`config.mk`:
```
export PLATFORM = sky130hd
export DESIGN_NAME = reg_bank_display_reader
export DESIGN_NICKNAME = d
export VERILOG_FILES = /design/src/rtl/display_pkg.sv /design/src/rtl/btn_step_sync.sv /design/src/rtl/reg_bank_display_reader.sv
export SDC_FILE = /design/constraint.sdc
export NUM_CORES = 1
export LEC_CHECK = 0
export CAP_MARGIN = 10
export CORE_ASPECT_RATIO = 0.6
export CORE_MARGIN = 5
export CORE_UTILIZATION = 45
export DETAILED_ROUTE_END_ITERATION = 6
export PLACE_DENSITY = 0.74
export SYNTH_ARGS = -nofsm -noshare
export SYNTH_HDL_FRONTEND = slang
export SYNTH_SLANG_ARGS = --single-unit
```
`constraint.sdc`:
```
create_clock -name clk -period 2.91 [get_ports clk]
set_clock_uncertainty 0.15 [all_clocks]
set_input_delay 0.582 -clock clk [delete_from_list [all_inputs] [get_ports clk]]
set_output_delay 0.582 -clock clk [all_outputs]
set_load 0.03 [all_outputs]
```
`src/rtl/display_pkg.sv`:
```
// Shared constants and the active-low hex glyph table for the 4-digit 7-segment display.
package display_pkg;

  localparam int         NUM_DIGITS = 4;
  localparam logic [6:0] SEG_BLANK  = 7'h7F;
  localparam logic [3:0] AN_OFF     = 4'hF;

  typedef logic [3:0] nibble_t;
  typedef logic [6:0] seg_t;

  // Segment order {g,f,e,d,c,b,a}; a 0 lights the segment.
  function automatic seg_t hex_to_seg(input nibble_t v);
    seg_t s;
    case (v)
      4'h0:    s = 7'h40;
      4'h1:    s = 7'h79;
      4'h2:    s = 7'h24;
      4'h3:    s = 7'h30;
      4'h4:    s = 7'h19;
      4'h5:    s = 7'h12;
      4'h6:    s = 7'h02;
      4'h7:    s = 7'h78;
      4'h8:    s = 7'h00;
      4'h9:    s = 7'h10;
      4'hA:    s = 7'h08;
      4'hB:    s = 7'h03;
      4'hC:    s = 7'h46;
      4'hD:    s = 7'h21;
      4'hE:    s = 7'h06;
      default: s = 7'h0E;
    endcase
    return s;
  endfunction

endpackage

```
`src/rtl/btn_step_sync.sv`:
```
// Button to single-cycle step pulse: 2-flop synchronizer, optional debounce (DEBOUNCE_EN), rising-edge detect.
// Latency: pin rise to pulse 2 clk (+DEBOUNCE_CYCLES with DEBOUNCE_EN); no backpressure, one pulse per press.
module btn_step_sync #(
  parameter int DEBOUNCE_CYCLES = 500000
) (
  input  logic clk,
  input  logic rst,
  input  logic btn,
  output logic step
);

  logic sync1;
  logic sync2;
  logic level;
  logic level_q;

  always_ff @(posedge clk) begin
    if (rst) begin
      sync1 <= 1'b0;
      sync2 <= 1'b0;
    end else begin
      sync1 <= btn;
      sync2 <= sync1;
    end
  end

`ifdef DEBOUNCE_EN
  localparam int            CW       = $clog2(DEBOUNCE_CYCLES + 1);
  localparam logic [CW-1:0] CNT_LAST = CW'(DEBOUNCE_CYCLES - 1);

  logic [CW-1:0] cnt;

  // cnt holds how many consecutive cycles sync2 has disagreed with the accepted level.
  always_ff @(posedge clk) begin
    if (rst) begin
      cnt   <= '0;
      level <= 1'b0;
    end else if (sync2 == level) begin
      cnt <= '0;
    end else if (cnt == CNT_LAST) begin
      cnt   <= '0;
      level <= sync2;
    end else begin
      cnt <= cnt + CW'(1);
    end
  end
`else
  logic unused_db;
  assign unused_db = ^DEBOUNCE_CYCLES;
  assign level     = sync2;
`endif

  always_ff @(posedge clk) begin
    if (rst) begin
      level_q <= 1'b0;
    end else begin
      level_q <= level;
    end
  end

  assign step = level & ~level_q;

endmodule

```
`src/rtl/reg_bank_display_reader.sv`:
```
// Bank read-back display: button walks the read index, captured word is scanned as 4 hex digits.
// Latency: pin to rd_addr 3 clk (+DEBOUNCE_CYCLES with DEBOUNCE_EN); new value shown from the next frame start.
// Backpressure: none; combinational bank read, display free-runs. DEBOUNCE_EN selects button debouncing.
module reg_bank_display_reader
  import display_pkg::*;
#(
  parameter int REFRESH_DIV     = 100000,
  parameter int NUM_REGS        = 32,
  parameter int DEBOUNCE_CYCLES = 500000
) (
  input  logic                        clk,
  input  logic                        rst,
  input  logic                        step_btn,
  input  logic                        displayctrl,
  input  logic [15:0]                 rd_data,
  input  logic [15:0]                 alu_value,
  output logic [$clog2(NUM_REGS)-1:0] rd_addr,
  output logic [$clog2(NUM_REGS)-1:0] idx_leds,
  output logic [6:0]                  seg,
  output logic [3:0]                  an
);

  localparam int            IDX_W      = $clog2(NUM_REGS);
  localparam int            PW         = $clog2(REFRESH_DIV);
  localparam logic [PW-1:0] PRESC_LAST = PW'(REFRESH_DIV - 1);
  localparam int            DW         = $clog2(NUM_DIGITS);
  localparam logic [DW-1:0] DIGIT_LAST = DW'(NUM_DIGITS - 1);
  localparam logic [3:0]    AN_ONE     = 4'b0001;

  logic             step;
  logic [IDX_W-1:0] idx;
  logic [PW-1:0]    presc;
  logic             tick;
  logic [DW-1:0]    digit;
  logic [15:0]      held;
  nibble_t          nib;

  btn_step_sync #(
    .DEBOUNCE_CYCLES (DEBOUNCE_CYCLES)
  ) u_btn (
    .clk  (clk),
    .rst  (rst),
    .btn  (step_btn),
    .step (step)
  );

  assign tick = (presc == PRESC_LAST);
  assign nib  = held[{digit, 2'b00} +: 4];

  // held only changes after the last digit of a frame is latched, so a frame never mixes two words.
  always_ff @(posedge clk) begin
    if (rst) begin
      idx   <= '0;
      presc <= '0;
      digit <= '0;
      held  <= 16'h0000;
      an    <= AN_OFF;
      seg   <= SEG_BLANK;
    end else begin
      if (step) begin
        idx <= idx + IDX_W'(1);
      end
      if (tick) begin
        presc <= '0;
        digit <= digit + DW'(1);
        an    <= ~(AN_ONE << digit);
        seg   <= hex_to_seg(nib);
        if (digit == DIGIT_LAST) begin
          held <= displayctrl ? alu_value : rd_data;
        end
      end else begin
        presc <= presc + PW'(1);
      end
    end
  end

  assign rd_addr  = idx;
  assign idx_leds = idx;

endmodule

```
==> results of run 1 <==
[power by group]
group          internal, mW  total [mW]  leakage, nW  switching, mW
Combinational        0.0674       0.104        0.761         0.0369
Sequential            0.745       0.750        0.437        0.00545
Clock                 0.367       0.609       0.0714          0.242
Total                  1.18        1.46         1.27          0.285
[cells by family (layout without fill, tap and decap cells)]
family | count (synthesis) | in the layout | share of synthesized area, %
simple gates | 105 | 105 | 19.7
compound gates | 56 | 56 | 11.3
flops | 54 | 54 | 38.3
buf+inv | 35 | 81 | 6.04
mux | 30 | 30 | 13.4
xor+xnor | 19 | 19 | 5.90
fa+ha+maj | 12 | 12 | 5.33
[metrics by stage]
stage	hold WS [ns]	power, mW	std cells	instance area, um2
finish	0.293	1.46	441	3540
global placement	0.272	0.870	433	3400
CTS	0.294	1.48	441	3540
global route	0.309	1.52	441	3540
detailed placement	0.271	0.872	433	3400
floorplan	0.264	0.815	311	2820
[sequential cells by signal, indices dropped and copies added (netlist names)]
register       cells
digit              2
idx_leds           5
held              16
u_btn.sync1        1
seg                7
an                 4
u_btn.level_q      1
presc             17
u_btn.level        1
[synth_stat cells, drive strengths merged, types with 7 or more instances]
cell type  instances
dfxtp             54
a21oi             23
nand3             22
nor2              22
mux2              21
nand2             21
o21ai             20
clkbuf            13
ha                12
buf               11
inv               10
xnor2             10
xor2               9
nand4              8
nor3               7
[cell type report]
class | instances | area share [%]
tap | 84 | 2.97
clock buffer | 6 | 2.33
multi-input combinational | 222 | 44.2
clock inverter | 2 | 1.69
inverter | 11 | 1.17
sequential | 54 | 30.5
timing repair buffer | 62 | 17.1
[routing by layer]
| layer | routed length [um] | global-route usage, % | part of all wire (%) | vias to the layer above |
|---|---|---|---|---|
| met4 | 58 | 4.13 | 0.90 | 0 |
| li1 | - | - | - | 1187 |
| met3 | 521 | 5.82 | 8.1 | 7 |
| met2 | 2580 | 22.0 | 40 | 69 |
| met5 | 0 | 0 | 0 | - |
| met1 | 3290 | 24.7 | 51 | 1097 |
[how the worst max path moves through the flow]
stage,cells after the start,endpoint,slack [ns],start
finish,5,presc[14]$_SDFF_PP0_,0.33,presc[0]$_SDFF_PP0_
global route,5,presc[12]$_SDFF_PP0_,0.1,presc[0]$_SDFF_PP0_
detailed placement,5,presc[8]$_SDFF_PP0_,0.36,presc[0]$_SDFF_PP0_
global placement,5,presc[3]$_SDFF_PP0_,0.44,presc[0]$_SDFF_PP0_
CTS,5,presc[3]$_SDFF_PP0_,0.34,presc[0]$_SDFF_PP0_
floorplan,6,seg[0]$_SDFFE_PP1N_,0.58,digit[0]$_SDFFE_PP0N_
[worst max-delay path: stages, from the launching register on]
cell and delay [ns]:
dfxtp_1 0.38, ha_1 0.23, nand4_1 0.30, or4_4 0.80, nand2_1 0.47, nor2_1 0.11
==> results.toml, run 1 <==
[synthesis]
synth_nets = 359
synth-edff-count = 0
syn-cell-area_um2 = 2820
syn_inst = 311
yosys.area.top_type_share_pct = 38.3
ys_ff_latch = 54
synth_ff_type = "dfxtp_1"
yosys_warnings = 0
ys_types = 41
synth_area_leaders = "dfxtp_1, mux2_2, ha_1"
yosysTopAreaCell = "dfxtp_1"
ys_async_sr_fraction_pct = 0
synth_area_per_cell_um2 = 9.06
ys_seq_area_share_pct = 38.3

[die]
fp.dieH_um = 71.3
dieWidth_um = 112
core_area_um2 = 6110
start_util_pct = 46.1
placementRows = 22
dieArea_um2 = 8000
top_level_ports = 57

[min_path]
min_path_type = "flop to flop"
hold_path_depth = 1
min_to = "u_btn.level$_SDFF_PP0_"
min_from = "u_btn.sync1$_SDFF_PP0_"

[sta]
min_period_ns = 2.58
rsz0062_at_grt = "no"
fin_crit_sh_pct = 88.6
hold_violations = 0
setup_tns_ns = 0
tightestPinTransition_ns = 0.504
maxSlewViolCount = 0
fmax_mhz = 388
slew_headroom_pct = 66.3
finalWorstSetupSlack_ns = 0.333
setup_viol = 0

[place]
place_congestion = 0.835
numPortBuffers = 56
dpl.hpwl_mm = 4.70
post-place-ws_ns = 0.360

[power]
p_leak_nw = 1.27
power_density_nw_per_um2 = 413
vdd_drop_max_v = 0.000218

[global_route]
grt_max_degree = 34
grt_pass1_vias = 2214
grtUsageTotal_pct = 16.4
grt_pass1_wl_mm = 11.0
grt_overflow = 0
grt_antenna_before_repair = 0

[cells_and_area]
nNetsFinal = 404
n_fill_cell = 544
antennaDiodeCount = 0
final_cell_mix = "clkdlybuf4s50_1, dfxtp_1, a21oi_1"
drive_gt1_share_pct = 12.3
layout_commonest_cell = "clkdlybuf4s50_1"
multi_input_area_um2 = 1570
syn2layout_area_growth_pct = 25.7
register_area_um2 = 1080
final_util_pct = 58.0

[cts]
cts_tree = "yes"
cts-buffers-inserted = 5
clk_pin_slew_ns = 0.09
clock_sinks = 54
insertion_delay_ns = 0.31
htreeDepth = 2
ctsResizeCount = 0
cts.hold.buffers_added = 0
clockBufferDepth = 2
cts_root_buf = "clkbuf_8"
post_cts_buffers = 0

[run]
max_cap_violations = 0

[critical_path]
r2r_slack_ns = 0.33
start_kind = "flop"
endpoint_kind = "flop"
arrival_ns = 2.61
r2r_end = "presc[14]$_SDFF_PP0_"
crit_type = "flop to flop"
required_ns = 2.94
r2r_cells = 5
cp_max_fo = 31
timing.rr.start = "presc[0]$_SDFF_PP0_"

[routing]
num_vias = 2360
wire_per_inst_um = 14.6
route.final.wire_length_mm = 6.45
ant_nets = 0
drt-initial-drc-count = 117
dr.pass1.iters = 4
avgViaCountPerCell = 5.35
drc = 0

[run_status]
outcome = "complete, no violations"
(Power assumes the default switching activity.)
==> inputs of run 2 (changes only) <==
--- a/config.mk
+++ b/config.mk
@@ -7,10 +7,10 @@
 export LEC_CHECK = 0
 export CAP_MARGIN = 10
 export CORE_ASPECT_RATIO = 0.6
-export CORE_MARGIN = 5
+export CORE_MARGIN = 8
 export CORE_UTILIZATION = 45
 export DETAILED_ROUTE_END_ITERATION = 6
-export PLACE_DENSITY = 0.74
+export PLACE_DENSITY = 0.71
 export SYNTH_ARGS = -nofsm -noshare
 export SYNTH_HDL_FRONTEND = slang
 export SYNTH_SLANG_ARGS = --single-unit
==> run 2 against run 1 <==
Against the previous run: clock power is 30% lower; critical path depth stayed put; non-clock buffer count stayed put; via count is 2.7% lower; utilization decreased by 0.58 points; hold slack better by 0.0024 ns; flip-flop and latch count did not move; count of clock-buffer cells in the layout is 1 higher; register-to-register slack hardly changed; largest cell class unchanged; largest power group unchanged.
==> results.toml, run 2 (synthesis results as in run 1) <==
[global_route]
grt_overflow = 0
grt_pass1_vias = 2233
grt_antenna_before_repair = 0
grt_max_degree = 34
grtUsageTotal_pct = 14.3
grt_pass1_wl_mm = 11.0

[sta]
fin_crit_sh_pct = 88.8
setup_tns_ns = 0
maxSlewViolCount = 0
tightestPinTransition_ns = 0.515
slew_headroom_pct = 65.6
fmax_mhz = 387
whs_ns = 0.296
min_period_ns = 2.58
hold_violations = 0
rsz0062_at_grt = "no"
setup_viol = 0

[run]
max_cap_violations = 0

[cts]
htreeDepth = 2
cts.hold.buffers_added = 0
cts-buffers-inserted = 5
ctsResizeCount = 0
cts_root_buf = "clkbuf_8"
insertion_delay_ns = 0.30
clk_pin_slew_ns = 0.09
post_cts_buffers = 0
cts_tree = "yes"
clock_sinks = 54
clockBufferDepth = 2

[place]
dpl.hpwl_mm = 5.03
numPortBuffers = 56
place_congestion = 0.885

[routing]
wl_met2_mm = 2.75
drt-initial-drc-count = 116
dr.max_layer_used = "met4"
wire_per_inst_um = 15.3
met3_wirelength_um = 464
dr.pass1.iters = 4
wl_met1_mm = 3.50
num_vias = 2296
route.final.wire_length_mm = 6.75
ant_nets = 0
avgViaCountPerCell = 5.21
drc = 0

[die]
fp.dieH_um = 77.3
core_area_um2 = 6080
start_util_pct = 46.3
dieArea_um2 = 9140
top_level_ports = 57
placementRows = 22
dieWidth_um = 118

[run_status]
outcome = "complete, no violations"

[cells_and_area]
syn2layout_area_growth_pct = 23.9
layout_commonest_cell = "clkdlybuf4s50_1"
final_cell_mix = "clkdlybuf4s50_1, dfxtp_1, a21oi_1"
top_register = "presc"
drive_gt1_share_pct = 12.0
antennaDiodeCount = 0
reg_top3 = "presc x17, held x16, seg x7"
nNetsFinal = 404
largest_reg_flops = 17

[critical_path]
crit_chain = "ha_1 -> nand4_1 -> or4_4 -> nand2_1 -> nor2_1"
endpoint_kind = "flop"
start_kind = "flop"
max_stage_delay_ns = 0.79
required_ns = 2.93
cp_max_fo = 31
crit_family = "simple AND/OR/NAND/NOR gates"
arrival_ns = 2.61
crit_type = "flop to flop"
worst-path-buf-inv = 0
cpMaxStageDelayCell = "or4_4"

[power]
power_density_nw_per_um2 = 367
vdd_drop_max_v = 0.000208
p_leak_nw = 1.25
total_power_mw = 1.28

[min_path]
min_path_type = "flop to flop"
## run 2: changes by cell type in the layout (fill, tap and decap cells not counted), sizes merged
| cell | previous run | this run |
|---|---|---|
| clkinv | 1 | 2 |
| clkbuf | 6 | 7 |
| bufinv | 2 | 0 |
## run 2: metrics by stage
stage | area (um2) | cells | setup WS, ns | utilization, %
after floorplan | 2820 | 311 | 0.580 | -
after global placement | 3400 | 433 | 0.458 | 55.9
after detailed placement | 3400 | 433 | 0.338 | 55.9
after CTS | 3490 | 441 | 0.325 | 57.4
after global routing | 3490 | 441 | 0.145 | 57.4
final | 3490 | 441 | 0.327 | 57.4
## run 2: path summary, 6_finish.rpt
check                                            start                endpoint  slack [ns]  cells after the start
worst max-delay path               presc[0]$_SDFF_PP0_    presc[12]$_SDFF_PP0_        0.33                      5
worst min-delay path            u_btn.sync1$_SDFF_PP0_  u_btn.level$_SDFF_PP0_        0.30                      1
worst max register to register     presc[0]$_SDFF_PP0_    presc[12]$_SDFF_PP0_        0.33                      5
worst min register to register  u_btn.sync1$_SDFF_PP0_  u_btn.level$_SDFF_PP0_        0.30                      1
## run 2: report_power, final
group	switching, mW	leakage, nW	internal (mW)	total [mW]
clock	0.235	0.0482	0.193	0.427
combinational	0.0372	0.761	0.0677	0.105
sequential	0.00555	0.437	0.745	0.750
## run 2: layout make-up
cell class / instances / area [um2]
fillers: 524 / 2590
multi-input cells: 222 / 1570
flip-flops and latches: 54 / 1080
repair buffers: 62 / 606
well taps: 84 / 105
clock buffers: 7 / 86.3
inverters: 11 / 41.3
clock inverters: 1 / 5.00
## run 2: layer usage
layer / global-route usage (%) / vias up
met5: 0 / -
met4: 4.19 / 0
met3: 4.24 / 2
met2: 20.0 / 61
met1: 20.6 / 1049
li1: - / 1184
